File: config.mk
export PLATFORM = sky130hd
export DESIGN_NAME = stepper_pulse_driver_flat
export DESIGN_NICKNAME = d
export VERILOG_FILES = /design/src/rtl/stepper_pulse_if.sv /design/src/rtl/stepper_pulse_driver.sv /design/src/flat_wrapper.sv
export SDC_FILE = /design/constraint.sdc
export NUM_CORES = 1
export LEC_CHECK = 0
export CAP_MARGIN = 20
export CORE_MARGIN = 2
export CORE_UTILIZATION = 45
export DETAILED_ROUTE_END_ITERATION = 6
export GPL_TIMING_DRIVEN = 0
export PLACE_DENSITY_LB_ADDON = 0.05
export SLEW_MARGIN = 25
export SYNTH_ARGS = -nofsm -noshare
export SYNTH_HDL_FRONTEND = slang
export SYNTH_SLANG_ARGS = --single-unit
export TNS_END_PERCENT = 100
File: constraint.sdc
create_clock -name clk -period 5.7 [get_ports clk]
set_clock_uncertainty 0.2 [all_clocks]
set_input_delay 1.71 -clock clk [delete_from_list [all_inputs] [get_ports clk]]
set_output_delay 1.71 -clock clk [all_outputs]
set_load 0.01 [all_outputs]
File: src/rtl/stepper_pulse_if.sv
// Controller-to-stepper-driver move interface: move request/abort in,
// STEP/DIR drive and ready status out.
interface stepper_pulse_if;
  logic [7:0] steps1;
  logic [7:0] steps2;
  logic       dir1;
  logic       dir2;
  logic       dataReady;
  logic       halt;
  logic       stepperReady;
  logic       step1_out;
  logic       step2_out;
  logic       dir1_out;
  logic       dir2_out;
  logic       busy;

  modport master (
    output steps1, steps2, dir1, dir2, dataReady, halt,
    input  stepperReady, step1_out, step2_out, dir1_out, dir2_out, busy
  );

  modport slave (
    input  steps1, steps2, dir1, dir2, dataReady, halt,
    output stepperReady, step1_out, step2_out, dir1_out, dir2_out, busy
  );
endinterface

File: src/rtl/stepper_pulse_driver.sv
// Two-axis STEP/DIR pulse generator: loads a move on a dataReady rising edge,
// holds DIR for a setup time, then emits coincident timed STEP pulses on both axes.
module stepper_pulse_driver #(
  parameter int DIR_SETUP_CYCLES   = 10,
  parameter int PULSE_HIGH_CYCLES  = 50,
  parameter int STEP_PERIOD_CYCLES = 5000,
  parameter int CNT_W              = 16
) (
  input logic             clk,
  input logic             reset_n,
  stepper_pulse_if.slave  bus
);

  typedef enum logic [1:0] {S_IDLE, S_SETUP, S_HIGH, S_LOW} state_t;

  localparam logic [CNT_W-1:0] SETUP_LAST = CNT_W'(DIR_SETUP_CYCLES - 1);
  localparam logic [CNT_W-1:0] HIGH_LAST  = CNT_W'(PULSE_HIGH_CYCLES - 1);
  localparam logic [CNT_W-1:0] LOW_LAST   = CNT_W'(STEP_PERIOD_CYCLES - PULSE_HIGH_CYCLES - 1);

  state_t           r_state;
  state_t           w_next;
  logic [CNT_W-1:0] r_timer;
  logic [7:0]       r_rem1;
  logic [7:0]       r_rem2;
  logic             r_dr_prev;
  logic             r_step1;
  logic             r_step2;
  logic             r_dir1;
  logic             r_dir2;
  logic             r_ready;
  logic             w_load;
  logic             w_last;
  logic             w_dec;
  logic             w_abort;
  logic             w_any_rem;

  always_ff @(posedge clk or negedge reset_n) begin
    if (!reset_n) r_state <= S_IDLE;
    else          r_state <= w_next;
  end

  always_comb begin
    w_next    = r_state;
    w_load    = 1'b0;
    w_last    = 1'b0;
    w_any_rem = (r_rem1 | r_rem2) != 8'd0;
    w_abort   = (r_state != S_IDLE) && bus.halt;
    case (r_state)
      S_IDLE: begin
        if (bus.dataReady && !r_dr_prev && !bus.halt) begin
          w_load = 1'b1;
          w_next = S_SETUP;
        end
      end
      S_SETUP: begin
        w_last = (r_timer == SETUP_LAST);
        if (w_last) w_next = w_any_rem ? S_HIGH : S_IDLE;
      end
      S_HIGH: begin
        w_last = (r_timer == HIGH_LAST);
        if (w_last) w_next = S_LOW;
      end
      S_LOW: begin
        // rem was already decremented at the end of HIGH, so this sees the post-pulse count
        w_last = (r_timer == LOW_LAST);
        if (w_last) w_next = w_any_rem ? S_HIGH : S_IDLE;
      end
      default: w_next = S_IDLE;
    endcase
    if (w_abort) w_next = S_IDLE;
    w_dec = (r_state == S_HIGH) && w_last && !w_abort;
  end

  always_ff @(posedge clk or negedge reset_n) begin
    if (!reset_n) begin
      r_timer   <= '0;
      r_rem1    <= 8'd0;
      r_rem2    <= 8'd0;
      r_dr_prev <= 1'b0;
      r_step1   <= 1'b0;
      r_step2   <= 1'b0;
      r_dir1    <= 1'b0;
      r_dir2    <= 1'b0;
      r_ready   <= 1'b1;
    end else begin
      r_dr_prev <= bus.dataReady;
      r_timer   <= ((w_next != r_state) || (r_state == S_IDLE)) ? '0 : r_timer + CNT_W'(1);
      if (w_abort) begin
        r_rem1 <= 8'd0;
        r_rem2 <= 8'd0;
      end else if (w_load) begin
        r_rem1 <= bus.steps1;
        r_rem2 <= bus.steps2;
        r_dir1 <= bus.dir1;
        r_dir2 <= bus.dir2;
      end else if (w_dec) begin
        if (r_rem1 != 8'd0) r_rem1 <= r_rem1 - 8'd1;
        if (r_rem2 != 8'd0) r_rem2 <= r_rem2 - 8'd1;
      end
      // STEP registered from next state so it is high exactly while the FSM sits in HIGH
      r_step1 <= (w_next == S_HIGH) && (r_rem1 != 8'd0);
      r_step2 <= (w_next == S_HIGH) && (r_rem2 != 8'd0);
      r_ready <= (w_next == S_IDLE);
    end
  end

  assign bus.stepperReady = r_ready;
  assign bus.busy         = ~r_ready;
  assign bus.step1_out    = r_step1;
  assign bus.step2_out    = r_step2;
  assign bus.dir1_out     = r_dir1;
  assign bus.dir2_out     = r_dir2;

endmodule

File: src/flat_wrapper.sv
// flat-port wrapper written by rule: the top's interface ports become plain ports
module stepper_pulse_driver_flat 
#(
  parameter int DIR_SETUP_CYCLES   = 10,
  parameter int PULSE_HIGH_CYCLES  = 50,
  parameter int STEP_PERIOD_CYCLES = 5000,
  parameter int CNT_W              = 16
)
  (clk, reset_n, bus_steps1, bus_steps2, bus_dir1, bus_dir2, bus_dataReady, bus_halt, bus_stepperReady, bus_step1_out, bus_step2_out, bus_dir1_out, bus_dir2_out, bus_busy);
  stepper_pulse_if bus_i ();
  input logic clk;
  input logic reset_n;
  input wire logic [$bits(bus_i.steps1)-1:0] bus_steps1;
  input wire logic [$bits(bus_i.steps2)-1:0] bus_steps2;
  input wire logic [$bits(bus_i.dir1)-1:0] bus_dir1;
  input wire logic [$bits(bus_i.dir2)-1:0] bus_dir2;
  input wire logic [$bits(bus_i.dataReady)-1:0] bus_dataReady;
  input wire logic [$bits(bus_i.halt)-1:0] bus_halt;
  output wire logic [$bits(bus_i.stepperReady)-1:0] bus_stepperReady;
  output wire logic [$bits(bus_i.step1_out)-1:0] bus_step1_out;
  output wire logic [$bits(bus_i.step2_out)-1:0] bus_step2_out;
  output wire logic [$bits(bus_i.dir1_out)-1:0] bus_dir1_out;
  output wire logic [$bits(bus_i.dir2_out)-1:0] bus_dir2_out;
  output wire logic [$bits(bus_i.busy)-1:0] bus_busy;
  assign bus_i.steps1 = bus_steps1;
  assign bus_i.steps2 = bus_steps2;
  assign bus_i.dir1 = bus_dir1;
  assign bus_i.dir2 = bus_dir2;
  assign bus_i.dataReady = bus_dataReady;
  assign bus_i.halt = bus_halt;
  assign bus_stepperReady = bus_i.stepperReady;
  assign bus_step1_out = bus_i.step1_out;
  assign bus_step2_out = bus_i.step2_out;
  assign bus_dir1_out = bus_i.dir1_out;
  assign bus_dir2_out = bus_i.dir2_out;
  assign bus_busy = bus_i.busy;
  stepper_pulse_driver #(.DIR_SETUP_CYCLES(DIR_SETUP_CYCLES), .PULSE_HIGH_CYCLES(PULSE_HIGH_CYCLES), .STEP_PERIOD_CYCLES(STEP_PERIOD_CYCLES), .CNT_W(CNT_W)) u_core (.clk(clk), .reset_n(reset_n), .bus(bus_i));
endmodule
==> flow_summary.json <==
{
  "clock_path_buffers": 2,
  "synth_edf_count": 0,
  "grt_pass1_vias": 1914,
  "r2r_start": "u_core.r_timer[1]",
  "tns_ns": 0,
  "start_util": 0.4630,
  "clkPwrFrac": 0.298,
  "fill_cells": 484,
  "rsz0062_at_grt": "no",
  "hold_viol": 0,
  "grt_max_degree": 23,
  "ys_warn_count": 0,
  "antenna_found_initial": 0,
  "finalSetupViolCount": 0,
  "row_count": 26,
  "core_area_sq_um": 5075,
  "gp_congestion": 0.8195,
  "maxCapViolCount": 0,
  "async_reset_ff_frac": 1.000,
  "cpMostUsedCell": "clkbuf_1",
  "p_per_area_nw_per_um2": 232.1,
  "end_kind": "flip-flop",
  "postSynthCellCount": 250,
  "drtIter0Drc": 59,
  "maxSlewViolCount": 0,
  "pwr-share-seq": 0.525,
  "firstDrtPassIters": 4,
  "max_stage_delay_ns": 0.61,
  "ys_ff_latch": 40,
  "root_buffer": "clkbuf_8",
  "crit_type": "in2reg",
  "die_x_microns": 76.26,
  "syn_nets": 276,
  "start_kind": "primary input",
  "post_cts_buffers": 0,
  "hold_depth": 2,
  "tightest_slew_ns": 0.6879,
  "layout-drive-gt1-share": 0.1119,
  "yosysSeqAreaShare": 0.4265,
  "path_cells": "clkdlybuf4s50_1 -> nor2_1 -> nand3_1 -> clkbuf_1 -> clkbuf_1 -> a21oi_1",
  "ir_worst_vdd_mv": 0.1542,
  "status": "finished, final reports clean",
  "cts.clk_slew.worst_paths_ns": 0.07,
  "syn_area_sq_um": 2350,
  "htreeDepth": 2,
  "tritoncts.num_buffers": 5,
  "max_freq_mhz": 284.4,
  "r2r_cells": 8,
  "cp.depth": 6,
  "wl_microns": 5263,
  "final_cell_mix": "39 x dfrtp_1, 26 x clkdlybuf4s50_1, 19 x nor2_1",
  "cpLargestDelayFamily": "buffers and inverters",
  "crit_buf_inv": 3,
  "wire_per_inst_microns": 14.78,
  "whs_ns": 0.2793,
  "cp_data_required_time_ns": 5.65,
  "die-area_sq_um": 5816,
  "p_sw_uw": 183.2,
  "clk_latency_ns": 0.29,
  "hold_class": "reg2reg",
  "diodes": 0,
  "fin_crit_sh": 0.6170,
  "p_int_uw": 471.3,
  "pin_count": 28,
  "cts_num_sinks": 40,
  "area_growth_pct": 20.02,
  "fin_nets": 311,
  "avgSynthCellArea_sq_um": 9.399,
  "synth.distinct_cells": 46,
  "p_leak_uw": 0.001112,
  "dr_total_vias": 1904,
  "cpMaxStageDelayCell": "clkdlybuf4s50_1",
  "grt_first_pass_wirelength_microns": 9418,
  "dp_hpwl_microns": 3909,
  "cts_resized": 0,
  "grt.total_usage": 0.2019,
  "portBuffers": 27,
  "period_needed_ns": 3.517,
  "cp-endpoint": "u_core.r_rem2[7]",
  "power_frac_comb": 0.177,
  "grt-ovfl-total": 0,
  "final_common_cell": "dfrtp_1",
  "worst-r2r-setup-slack_ns": 3.32,
  "cp.arrival_ns": 3.47,
  "postCtsHoldBufs": 0,
  "startpoint": "bus_halt",
  "vias_per_cell": 5.348,
  "ant_nets": 0,
  "p_sw_frac": 0.2799,
  "drc": 0,
  "slew_headroom": 0.5365,
  "synthFlopType": "dfrtp_1",
  "cts_tree": "done",
  "path_max_fanout": 10,
  "die_height_microns": 76.26,
  "r2r_end": "u_core.bus.stepperReady"
}
[metal layers]
layer,part of all wire,wire length [microns],track usage
met3,0.038,201,0.04147
met4,0.0074,39,0.05636
met2,0.44,2300,0.3009
met1,0.52,2721,0.2982
met5,0,0,0
[worst register-to-register path: cells and delay by family, from the launching register on]
| kind | cells | cell delay (ns) |
|---|---|---|
| AND/OR/NAND/NOR | 2 | 0.84 |
| adder cells (fa/ha/maj) | 1 | 0.17 |
| AO/OA/AOI/OAI | 3 | 0.53 |
| buffers and inverters | 2 | 0.14 |
| flip-flops | 1 | 0.44 |
[Yosys cell counts, types with 2 or more instances]
cell      count  area [sq um]
o21ai_0      17         85.08
and3_1        6         37.54
mux2_2        2         22.52
xor2_1        9         78.83
nor3_1       15         75.07
dfrtp_1      39         975.9
nand3_1      10         50.05
nor2_1       19         71.32
a21oi_1      10         50.05
nor4_2        7         87.58
clkbuf_1      8         30.03
and2_1        4         25.02
o21ai_1       2         10.01
nand4_1       4         25.02
nor4_1        5         31.28
inv_1         8         30.03
nor3_2        3         30.03
and4_1        7         61.31
a211oi_1     11         82.58
ha_1          4         50.05
nand2_1      18         67.56
xnor2_1      15         131.4
buf_2         3         15.01
nand4b_1      2         17.52
[sequential cells by signal (all words and copies together), names as in the netlist]
signal	flops
u_core.bus.stepperReady	1
u_core.bus.step2_out	1
u_core.bus.dir2_out	1
u_core.bus.dir1_out	1
u_core.r_state	2
u_core.r_timer	16
u_core.bus.step1_out	1
u_core.r_dr_prev	1
u_core.r_rem1	8
u_core.r_rem2	8
[metrics by stage]
| stage | util | instances | total power [uW] | worst slack [ns] | area, sq um |
|---|---|---|---|---|---|
| 6_report | 0.5557 | 356 | 654.5 | 2.183 | 2820 |
| 5_1_grt | 0.5557 | 356 | 704.5 | 2.022 | 2820 |
| 4_1_cts | 0.5557 | 356 | 666.4 | 2.207 | 2820 |
| 3_5_place_dp | 0.5380 | 348 | 465.3 | 1.902 | 2730 |
| 3_3_place_gp | 0.5335 | 347 | 462.1 | 1.660 | 2708 |
| 2_1_floorplan | - | 250 | 414.8 | 2.832 | 2350 |
[worst min-delay path by stage]
stage	startpoint	to
after floorplan	u_core.bus.dir1_out	u_core.bus.dir1_out
after global placement	u_core.bus.dir2_out	u_core.bus.dir2_out
after detailed placement	u_core.bus.dir2_out	u_core.bus.dir2_out
after CTS	u_core.bus.dir2_out	u_core.bus.dir2_out
after global routing	u_core.bus.dir2_out	u_core.bus.dir2_out
final	u_core.bus.dir2_out	u_core.bus.dir2_out
[cells by family (layout without fill, tap and decap cells)]
kind of cell	after synthesis	after routing	synth area share
and+or+nand+nor	111	111	0.2886
AOI/OAI and AO/OA	48	48	0.1294
DFF	40	40	0.4265
xor gates and xnor gates	24	24	0.08946
buffers and inverters	21	57	0.03514
adders and majority gates	4	4	0.02130
muxes	2	2	0.009584
[power by group through the flow]
stage	clock network (uW)	logic [uW]	registers, uW
finish	195	116	343
CTS	206	118	343
detailed placement	0	117	348
floorplan	0	72.2	343
global route	222	133	349
global placement	0	114	348
[layout make-up]
cell class	count	area, sq um	area share
flip-flops and latches	40	1002	0.3554
repair buffers	28	292.8	0.1038
clock buffers	8	90.09	0.03194
plain buffers	11	45.04	0.01597
inverters	10	37.54	0.01331
well taps	70	87.58	0.03106
multi-input cells	189	1265	0.4485
(Power assumes the default switching activity.)
